==> config.mk <==
export PLATFORM = sky130hd
export DESIGN_NAME = aim_axil_mailbox_flat
export DESIGN_NICKNAME = d
export VERILOG_FILES = /design/src/rtl/aim_axil_mailbox_if.sv /design/src/rtl/aim_axil_mailbox.sv /design/src/flat_wrapper.sv
export SDC_FILE = /design/constraint.sdc
export NUM_CORES = 2
export LEC_CHECK = 0
export CORE_MARGIN = 10
export CORE_UTILIZATION = 60
export DETAILED_ROUTE_END_ITERATION = 8
export PLACE_DENSITY = 0.91
export SLEW_MARGIN = 25
export SYNTH_ARGS = -nofsm -noshare
export SYNTH_HDL_FRONTEND = slang
export SYNTH_SLANG_ARGS = --single-unit
==> constraint.sdc <==
create_clock -name clk -period 32.4 [get_ports clk]
set_input_delay 4.86 -clock clk [delete_from_list [all_inputs] [get_ports clk]]
set_output_delay 4.86 -clock clk [all_outputs]
set_load 0.02 [all_outputs]
==> src/rtl/aim_axil_mailbox_if.sv <==
// AXI-Lite slave channel bundle used by the host-facing side of the AI-core mailbox.
interface aim_axil_mailbox_if #(
    parameter int unsigned ADDR_WIDTH = 8
) ();
    logic [ADDR_WIDTH-1:0] s_awaddr;
    logic                  s_awvalid;
    logic                  s_awready;
    logic [31:0]           s_wdata;
    logic [3:0]            s_wstrb;
    logic                  s_wvalid;
    logic                  s_wready;
    logic [1:0]            s_bresp;
    logic                  s_bvalid;
    logic                  s_bready;
    logic [ADDR_WIDTH-1:0] s_araddr;
    logic                  s_arvalid;
    logic                  s_arready;
    logic [31:0]           s_rdata;
    logic [1:0]            s_rresp;
    logic                  s_rvalid;
    logic                  s_rready;

    modport master (
        output s_awaddr, s_awvalid, s_wdata, s_wstrb, s_wvalid, s_bready,
        output s_araddr, s_arvalid, s_rready,
        input  s_awready, s_wready, s_bresp, s_bvalid, s_arready, s_rdata, s_rresp, s_rvalid
    );

    modport slave (
        input  s_awaddr, s_awvalid, s_wdata, s_wstrb, s_wvalid, s_bready,
        input  s_araddr, s_arvalid, s_rready,
        output s_awready, s_wready, s_bresp, s_bvalid, s_arready, s_rdata, s_rresp, s_rvalid
    );
endinterface

==> src/rtl/aim_axil_mailbox.sv <==
// AXI-Lite mailbox: host loads command slots and rings a doorbell to launch one to the
// AI core; core results are queued in a FIFO that the host drains by reading RESULT.
module aim_axil_mailbox #(
    parameter int unsigned NUM_CH     = 4,
    parameter int unsigned RES_DEPTH  = 8,
    parameter int unsigned ADDR_WIDTH = 8
) (
    input  logic              clk,
    input  logic              reset,
    aim_axil_mailbox_if.slave s,
    output logic              cmd_valid,
    input  logic              cmd_ready,
    output logic [3:0]        cmd_ch,
    output logic [31:0]       cmd_instr,
    output logic [31:0]       cmd_data,
    input  logic              res_valid,
    input  logic [31:0]       res_data,
    output logic              irq
);
    localparam int unsigned PW     = (RES_DEPTH > 1) ? $clog2(RES_DEPTH) : 1;
    localparam logic [8:0]  DEPTH  = 9'(RES_DEPTH);
    localparam logic [1:0]  OKAY   = 2'b00;
    localparam logic [1:0]  SLVERR = 2'b10;

    typedef enum logic {IDLE, BUSY} state_e;
    typedef enum logic [2:0] {
        A_CTRL, A_STATUS, A_RESULT, A_DOORBELL, A_INSTR, A_DATA, A_NONE
    } area_e;

    function automatic area_e decode(input logic [ADDR_WIDTH-1:0] addr, output int unsigned ch);
        int unsigned w;
        w  = 32'(addr) >> 2;
        ch = 0;
        case (w)
            0:       return A_CTRL;
            1:       return A_STATUS;
            2:       return A_RESULT;
            3:       return A_DOORBELL;
            default: begin
                if (w < 4 + 2 * NUM_CH) begin
                    ch = (w - 4) >> 1;
                    return w[0] ? A_DATA : A_INSTR;
                end
                return A_NONE;
            end
        endcase
    endfunction

    state_e                state_q, state_d;
    logic                  aw_held_q, aw_held_d, w_held_q, w_held_d;
    logic [ADDR_WIDTH-1:0] awaddr_q, awaddr_d;
    logic [31:0]           wdata_q, wdata_d;
    logic [3:0]            wstrb_q, wstrb_d;
    logic                  bvalid_q, bvalid_d, rvalid_q, rvalid_d;
    logic [1:0]            bresp_q, bresp_d, rresp_q, rresp_d;
    logic [31:0]           rdata_q, rdata_d;
    logic                  enable_q, enable_d, irq_en_q, irq_en_d;
    logic                  overflow_q, overflow_d, irq_q, irq_d;
    logic [3:0]            cmd_ch_q, cmd_ch_d;
    logic [31:0]           cmd_instr_q, cmd_instr_d, cmd_data_q, cmd_data_d;
    logic [31:0]           instr_q [NUM_CH];
    logic [31:0]           instr_d [NUM_CH];
    logic [31:0]           data_q  [NUM_CH];
    logic [31:0]           data_d  [NUM_CH];
    logic [31:0]           fifo_q  [RES_DEPTH];
    logic [31:0]           fifo_d  [RES_DEPTH];
    logic [PW-1:0]         wptr_q, wptr_d, rptr_q, rptr_d;
    logic [8:0]            count_q, count_d;

    logic                  aw_acc, w_acc, ar_acc, aw_have, w_have;
    logic [ADDR_WIDTH-1:0] waddr;
    logic [31:0]           wdata;
    logic [3:0]            wstrb;
    logic                  push, pop, flush, ov_clr, ov_set, full;
    area_e                 w_area, r_area;
    int unsigned           w_ch, r_ch;

    assign s.s_awready = !aw_held_q && !bvalid_q;
    assign s.s_wready  = !w_held_q && !bvalid_q;
    assign s.s_bvalid  = bvalid_q;
    assign s.s_bresp   = bresp_q;
    assign s.s_arready = !rvalid_q;
    assign s.s_rvalid  = rvalid_q;
    assign s.s_rdata   = rdata_q;
    assign s.s_rresp   = rresp_q;
    assign cmd_valid   = (state_q == BUSY);
    assign cmd_ch      = cmd_ch_q;
    assign cmd_instr   = cmd_instr_q;
    assign cmd_data    = cmd_data_q;
    assign irq         = irq_q;
    assign full        = (count_q == DEPTH);

    always_comb begin
        state_d     = state_q;
        aw_held_d   = aw_held_q;
        w_held_d    = w_held_q;
        awaddr_d    = awaddr_q;
        wdata_d     = wdata_q;
        wstrb_d     = wstrb_q;
        bvalid_d    = bvalid_q;
        bresp_d     = bresp_q;
        rvalid_d    = rvalid_q;
        rresp_d     = rresp_q;
        rdata_d     = rdata_q;
        enable_d    = enable_q;
        irq_en_d    = irq_en_q;
        cmd_ch_d    = cmd_ch_q;
        cmd_instr_d = cmd_instr_q;
        cmd_data_d  = cmd_data_q;
        instr_d     = instr_q;
        data_d      = data_q;
        fifo_d      = fifo_q;
        wptr_d      = wptr_q;
        rptr_d      = rptr_q;
        count_d     = count_q;
        push        = 1'b0;
        pop         = 1'b0;
        flush       = 1'b0;
        ov_clr      = 1'b0;
        ov_set      = 1'b0;
        w_ch        = 0;
        r_ch        = 0;
        w_area      = A_NONE;
        r_area      = A_NONE;

        if (bvalid_q && s.s_bready) bvalid_d = 1'b0;
        if (rvalid_q && s.s_rready) rvalid_d = 1'b0;
        if (state_q == BUSY && cmd_ready) state_d = IDLE;

        // A channel accepted this cycle counts as held so AW+W together commit at once.
        aw_acc  = s.s_awvalid && s.s_awready;
        w_acc   = s.s_wvalid && s.s_wready;
        aw_have = aw_held_q || aw_acc;
        w_have  = w_held_q || w_acc;
        waddr   = aw_held_q ? awaddr_q : s.s_awaddr;
        wdata   = w_held_q ? wdata_q : s.s_wdata;
        wstrb   = w_held_q ? wstrb_q : s.s_wstrb;
        if (aw_acc) begin
            aw_held_d = 1'b1;
            awaddr_d  = s.s_awaddr;
        end
        if (w_acc) begin
            w_held_d = 1'b1;
            wdata_d  = s.s_wdata;
            wstrb_d  = s.s_wstrb;
        end

        if (aw_have && w_have) begin
            aw_held_d = 1'b0;
            w_held_d  = 1'b0;
            bvalid_d  = 1'b1;
            bresp_d   = OKAY;
            w_area    = decode(waddr, w_ch);
            case (w_area)
                A_CTRL: if (wstrb[0]) begin
                    enable_d = wdata[0];
                    flush    = wdata[1];
                    irq_en_d = wdata[2];
                end
                A_STATUS: ov_clr = wstrb[0] && wdata[2];
                A_DOORBELL: if (wstrb[0]) begin
                    if (state_q == BUSY || !enable_q || 32'(wdata[3:0]) >= NUM_CH) begin
                        bresp_d = SLVERR;
                    end else begin
                        state_d  = BUSY;
                        cmd_ch_d = wdata[3:0];
                        for (int unsigned i = 0; i < NUM_CH; i++) begin
                            if (i == 32'(wdata[3:0])) begin
                                cmd_instr_d = instr_q[i];
                                cmd_data_d  = data_q[i];
                            end
                        end
                    end
                end
                A_INSTR, A_DATA: begin
                    for (int unsigned i = 0; i < NUM_CH; i++) begin
                        for (int unsigned b = 0; b < 4; b++) begin
                            if (i == w_ch && wstrb[b]) begin
                                if (w_area == A_INSTR) instr_d[i][8*b +: 8] = wdata[8*b +: 8];
                                else                   data_d[i][8*b +: 8]  = wdata[8*b +: 8];
                            end
                        end
                    end
                end
                A_NONE:  bresp_d = SLVERR;
                default: ;
            endcase
        end

        ar_acc = s.s_arvalid && !rvalid_q;
        if (ar_acc) begin
            rvalid_d = 1'b1;
            rresp_d  = OKAY;
            rdata_d  = '0;
            r_area   = decode(s.s_araddr, r_ch);
            case (r_area)
                A_CTRL:   rdata_d = {29'h0, irq_en_q, 1'b0, enable_q};
                A_STATUS: rdata_d = {16'h0, count_q[7:0], 4'h0, state_q == BUSY,
                                     overflow_q, full, count_q != 9'd0};
                A_RESULT: if (count_q != 9'd0) begin
                    rdata_d = fifo_q[rptr_q];
                    pop     = 1'b1;
                end
                A_INSTR, A_DATA: begin
                    for (int unsigned i = 0; i < NUM_CH; i++) begin
                        if (i == r_ch) rdata_d = (r_area == A_INSTR) ? instr_q[i] : data_q[i];
                    end
                end
                A_NONE:  rresp_d = SLVERR;
                default: ;
            endcase
        end

        // Flush wins over any same-cycle push; a pop that cycle already sampled its data.
        if (flush) begin
            wptr_d  = '0;
            rptr_d  = '0;
            count_d = '0;
        end else begin
            if (res_valid) begin
                if (!full || pop) begin
                    fifo_d[wptr_q] = res_data;
                    wptr_d         = wptr_q + 1'b1;
                    push           = 1'b1;
                end else begin
                    ov_set = 1'b1;
                end
            end
            if (pop) rptr_d = rptr_q + 1'b1;
            count_d = count_q + 9'(push) - 9'(pop);
        end
        overflow_d = ov_set || (overflow_q && !ov_clr);
        irq_d      = irq_en_q && (count_q != 9'd0);
    end

    always_ff @(posedge clk or posedge reset) begin
        if (reset) begin
            state_q     <= IDLE;
            aw_held_q   <= 1'b0;
            w_held_q    <= 1'b0;
            awaddr_q    <= '0;
            wdata_q     <= '0;
            wstrb_q     <= '0;
            bvalid_q    <= 1'b0;
            bresp_q     <= OKAY;
            rvalid_q    <= 1'b0;
            rresp_q     <= OKAY;
            rdata_q     <= '0;
            enable_q    <= 1'b0;
            irq_en_q    <= 1'b0;
            overflow_q  <= 1'b0;
            irq_q       <= 1'b0;
            cmd_ch_q    <= '0;
            cmd_instr_q <= '0;
            cmd_data_q  <= '0;
            instr_q     <= '{default: '0};
            data_q      <= '{default: '0};
            fifo_q      <= '{default: '0};
            wptr_q      <= '0;
            rptr_q      <= '0;
            count_q     <= '0;
        end else begin
            state_q     <= state_d;
            aw_held_q   <= aw_held_d;
            w_held_q    <= w_held_d;
            awaddr_q    <= awaddr_d;
            wdata_q     <= wdata_d;
            wstrb_q     <= wstrb_d;
            bvalid_q    <= bvalid_d;
            bresp_q     <= bresp_d;
            rvalid_q    <= rvalid_d;
            rresp_q     <= rresp_d;
            rdata_q     <= rdata_d;
            enable_q    <= enable_d;
            irq_en_q    <= irq_en_d;
            overflow_q  <= overflow_d;
            irq_q       <= irq_d;
            cmd_ch_q    <= cmd_ch_d;
            cmd_instr_q <= cmd_instr_d;
            cmd_data_q  <= cmd_data_d;
            instr_q     <= instr_d;
            data_q      <= data_d;
            fifo_q      <= fifo_d;
            wptr_q      <= wptr_d;
            rptr_q      <= rptr_d;
            count_q     <= count_d;
        end
    end
endmodule

==> src/flat_wrapper.sv <==
// flat-port wrapper written by rule: the top's interface ports become plain ports
module aim_axil_mailbox_flat 
#(
    parameter int unsigned NUM_CH     = 4,
    parameter int unsigned RES_DEPTH  = 8,
    parameter int unsigned ADDR_WIDTH = 8
)
  (clk, reset, cmd_valid, cmd_ready, cmd_ch, cmd_instr, cmd_data, res_valid, res_data, irq, s_s_awaddr, s_s_awvalid, s_s_wdata, s_s_wstrb, s_s_wvalid, s_s_bready, s_s_araddr, s_s_arvalid, s_s_rready, s_s_awready, s_s_wready, s_s_bresp, s_s_bvalid, s_s_arready, s_s_rdata, s_s_rresp, s_s_rvalid);
  aim_axil_mailbox_if #(.ADDR_WIDTH(ADDR_WIDTH)) s_i ();
  input  logic clk;
  input  logic reset;
  output logic cmd_valid;
  input  logic cmd_ready;
  output logic [3:0] cmd_ch;
  output logic [31:0] cmd_instr;
  output logic [31:0] cmd_data;
  input  logic res_valid;
  input  logic [31:0] res_data;
  output logic irq;
  input wire logic [$bits(s_i.s_awaddr)-1:0] s_s_awaddr;
  input wire logic [$bits(s_i.s_awvalid)-1:0] s_s_awvalid;
  input wire logic [$bits(s_i.s_wdata)-1:0] s_s_wdata;
  input wire logic [$bits(s_i.s_wstrb)-1:0] s_s_wstrb;
  input wire logic [$bits(s_i.s_wvalid)-1:0] s_s_wvalid;
  input wire logic [$bits(s_i.s_bready)-1:0] s_s_bready;
  input wire logic [$bits(s_i.s_araddr)-1:0] s_s_araddr;
  input wire logic [$bits(s_i.s_arvalid)-1:0] s_s_arvalid;
  input wire logic [$bits(s_i.s_rready)-1:0] s_s_rready;
  output wire logic [$bits(s_i.s_awready)-1:0] s_s_awready;
  output wire logic [$bits(s_i.s_wready)-1:0] s_s_wready;
  output wire logic [$bits(s_i.s_bresp)-1:0] s_s_bresp;
  output wire logic [$bits(s_i.s_bvalid)-1:0] s_s_bvalid;
  output wire logic [$bits(s_i.s_arready)-1:0] s_s_arready;
  output wire logic [$bits(s_i.s_rdata)-1:0] s_s_rdata;
  output wire logic [$bits(s_i.s_rresp)-1:0] s_s_rresp;
  output wire logic [$bits(s_i.s_rvalid)-1:0] s_s_rvalid;
  assign s_i.s_awaddr = s_s_awaddr;
  assign s_i.s_awvalid = s_s_awvalid;
  assign s_i.s_wdata = s_s_wdata;
  assign s_i.s_wstrb = s_s_wstrb;
  assign s_i.s_wvalid = s_s_wvalid;
  assign s_i.s_bready = s_s_bready;
  assign s_i.s_araddr = s_s_araddr;
  assign s_i.s_arvalid = s_s_arvalid;
  assign s_i.s_rready = s_s_rready;
  assign s_s_awready = s_i.s_awready;
  assign s_s_wready = s_i.s_wready;
  assign s_s_bresp = s_i.s_bresp;
  assign s_s_bvalid = s_i.s_bvalid;
  assign s_s_arready = s_i.s_arready;
  assign s_s_rdata = s_i.s_rdata;
  assign s_s_rresp = s_i.s_rresp;
  assign s_s_rvalid = s_i.s_rvalid;
  aim_axil_mailbox #(.NUM_CH(NUM_CH), .RES_DEPTH(RES_DEPTH), .ADDR_WIDTH(ADDR_WIDTH)) u_core (.clk(clk), .reset(reset), .s(s_i), .cmd_valid(cmd_valid), .cmd_ready(cmd_ready), .cmd_ch(cmd_ch), .cmd_instr(cmd_instr), .cmd_data(cmd_data), .res_valid(res_valid), .res_data(res_data), .irq(irq));
endmodule
==> flow_metrics.tcl <==
set metrics [dict create \
    status "complete, no violations" \
    drt_iter0_drc 2865 \
    dp.cells 3075 \
    wirelength_um 93560 \
    hold_path_class "flop to flop" \
    powerDensity_nw_per_um2 78.39 \
    synth_edf_count 0 \
    final_cells 3206 \
    p_leak_nw 16.75 \
    clk_pin_slew_ps 60 \
    yosysTopAreaCellShare 0.5212 \
    syn-instance-count 2310 \
    clockBufferDepth 3 \
    met1_usage 0.3653 \
    synthTopCellsByArea "dfrtp_1 52%, mux2_2 21%, mux4_2 4.3%" \
    dp_hpwl_um 56520 \
    synth_seq_area_share 0.5212 \
    cts_hold_buffers 0 \
    ys_seq_elements 680 \
    grt_pass1_wl_um 143500 \
    finClkSkew_ps 25.51 \
    worstPathArrival_ps 9420 \
    grtUsageMet2 0.4466 \
    worstSetupEndpointType "flop" \
    antenna_found_initial 8 \
    vias 22400 \
    vdd_drop_max_mv 0.04866 \
    slew_headroom 0.2718 \
    yosysUniqueCellTypes 77 \
    cts_resized 0 \
    maxSlewViolCount 0 \
    layout-area-overhead-vs-synth_pct 14.72 \
    clkSinkCount 680 \
    first_pass_iters 9 \
    wl_per_cell_um 29.18 \
    worst_setup_path_start_kind "primary input" \
    die_x_um 253.3 \
    synthFlopType "dfrtp_1" \
    grt_pass1_vias 23480 \
    die-area_um2 64150 \
    postCtsSetupBuffers 0 \
    start_util 0.6067 \
    gp_congestion 0.9126 \
    grt_max_degree 220 \
    min_period_over_period 0.2756 \
    synthesis.area_um2 32650 \
    port_buffers 197 \
    rsz0062_at_grt "false" \
    cp.required_ps 32890 \
    cts_root_buffer "clkbuf_16" \
    avgSynthCellArea_um2 14.13 \
    power_mw 2.936 \
    yosysWarnings 0 \
    criticalPathCategory "primary input to flop" \
    fmax_ghz 0.1120 \
    critPathSlowestCell "inv_1" \
    finalNetCount 2568 \
    drive_gt1_frac 0.3627 \
    die_h_um 253.3 \
    pin_count 204 \
    cts_buffers 70 \
    hold_viol 0 \
    grt_usage 0.2904 \
    busiest_layer "met2" \
    cts_tree "done" \
    max_cap_viol_count 0 \
    rows 85 \
    post-route-drc-count 0 \
    setup_viol 0 \
    grt_use_met3 0.08530 \
    fin_crit_ps 8931 \
    vias_per_cell 6.988 \
    finalSetupTns_ps 0 \
    worstSkewPairLatency_ps 630 \
    crit_fanout 36 \
    core_area_um2 53810 \
    htreeDepth 3 \
    grt_overflow 0 \
    ant_nets 0 \
    crit_path_max_incr_delay_ps 920 \
    path_cells "clkdlybuf4s50_1 -> nand2b_1 -> buf_4 -> nor4_2 -> nand2_1 -> inv_1 -> ha_1 -> inv_1 -> ha_1 -> fa_1 -> a21oi_1 -> o221ai_1 -> o41a_1 -> xnor2_1 -> nor2_1" \
    async_reset_ff_frac 1.000 \
    tightest_slew_ps 1092 \
    yosysTopAreaCell "dfrtp_1" \
]
[kinds of logic (layout without fill, tap and decap cells)]
logic type	count (synthesis)	count (layout)	share of synthesized area
buffers and inverters	250	445	0.03292
AND/OR/NAND/NOR	166	166	0.03104
XOR/XNOR	10	10	0.002683
multiplexers	848	848	0.3178
other	1	6	0.0001148
flip-flops	680	680	0.5212
adder cells (fa/ha/maj)	22	22	0.008660
AO/OA/AOI/OAI	333	333	0.08565
[Yosys cell counts, drive strengths merged (7+ instances only)]
library cell and instances:
a21oi 24, a221o 20, a221oi 24, a222oi 74, a22o 64, a22oi 42, and3 8, buf 50
clkbuf 106, dfrtp 680, ha 21, inv 94, mux2 703, mux2i 83, mux4 62, nand2 45
nor2 39, nor2b 8, nor3 7, o21ai 8, o221ai 11, o22ai 21, o31ai 21, xnor2 8
[area by class of cell]
type                       instances  area (um^2)
antenna                            4        10.01
timing repair buffer             226         2256
inverter                          94        360.3
clock buffer                     105         2076
tap                              696        870.8
clock inverter                    20        185.2
fill                            3287        16360
sequential                       680        17030
multi-input combinational       1381        14670
[registers in the layout, indices dropped and copies added, names as in the netlist, 4 cells and up]
register and cells:
u_core.cmd_ch 4, u_core.fifo_q 256, u_core.cmd_data 32, u_core.instr_q 128
u_core.s.s_rdata 32, u_core.wstrb_q 4, u_core.data_q 128, u_core.awaddr_q 6
u_core.count_q 9, u_core.cmd_instr 32, u_core.wdata_q 32
[final timing paths]
path / from / endpoint / slack, ps / depth (start not counted)
max: s_s_arvalid / u_core.count_q[8] / 23470 / 15
min: u_core.fifo_q[29] / u_core.fifo_q[29] / 480 / 1
max reg2reg: u_core.count_q[4] / u_core.count_q[8] / 27690 / 15
min reg2reg: u_core.fifo_q[29] / u_core.fifo_q[29] / 480 / 1
max in group asynchronous: reset / u_core.wdata_q[20] / 25210 / 5
min in group asynchronous: reset / u_core.instr_q[13] / 4800 / 2
[placed cells by master (no fill, tap or decap), types with 15 or more instances in the layout]
| cell | synthesis | layout |
|---|---|---|
| inv_1 | 94 | 93 |
| mux2_2 | 601 | 601 |
| nor2_1 | 27 | 27 |
| clkbuf_8 | 0 | 15 |
| o22ai_1 | 21 | 21 |
| a221oi_1 | 23 | 23 |
| dfrtp_1 | 680 | 676 |
| mux2i_1 | 82 | 82 |
| mux4_2 | 62 | 62 |
| nand2_1 | 45 | 44 |
| o31ai_1 | 21 | 21 |
| ha_1 | 21 | 21 |
| a22o_1 | 64 | 64 |
| buf_4 | 9 | 25 |
| clkbuf_16 | 0 | 72 |
| a21oi_1 | 24 | 24 |
| a22oi_1 | 42 | 42 |
| clkbuf_1 | 105 | 18 |
| clkdlybuf4s50_1 | 0 | 196 |
| mux2_1 | 41 | 41 |
| mux2_4 | 61 | 61 |
| a222oi_1 | 74 | 74 |
| a221o_1 | 20 | 20 |
[metal layers]
metal	vias to the layer above	share of wire
met5	-	0.00068
met4	10	0.053
met3	334	0.11
met2	1494	0.46
met1	11500	0.37
li1	9069	-
[critical path: cells and delay by family]
kind            cells  cell delay (ps)
compound gates      3              770
xor+xnor            1              190
fa+ha+maj           3              890
buf+inv             4             1720
simple gates        4              940
[report_power, final]
group          internal [mW]  switching [mW]  leakage, nW  total (mW)
Clock                  0.461           0.343         1.11       0.804
Combinational          0.442           0.418         7.13       0.860
Sequential              1.10           0.174         8.51        1.27
Total                   2.00           0.935         16.8        2.94
[through the flow]
stage               worst slack, ps  hold slack [ps]  instance area [um^2]  utilization
CTS                           23600            484.8                 37390       0.6948
finish                        23470            482.6                 37460       0.6960
global route                  23310            508.9                 37450       0.6960
global placement              23160            462.8                 35120       0.6527
floorplan                      8477            452.6                 32660            -
detailed placement            23060            471.4                 35130       0.6528
(Power assumes the default switching activity.)
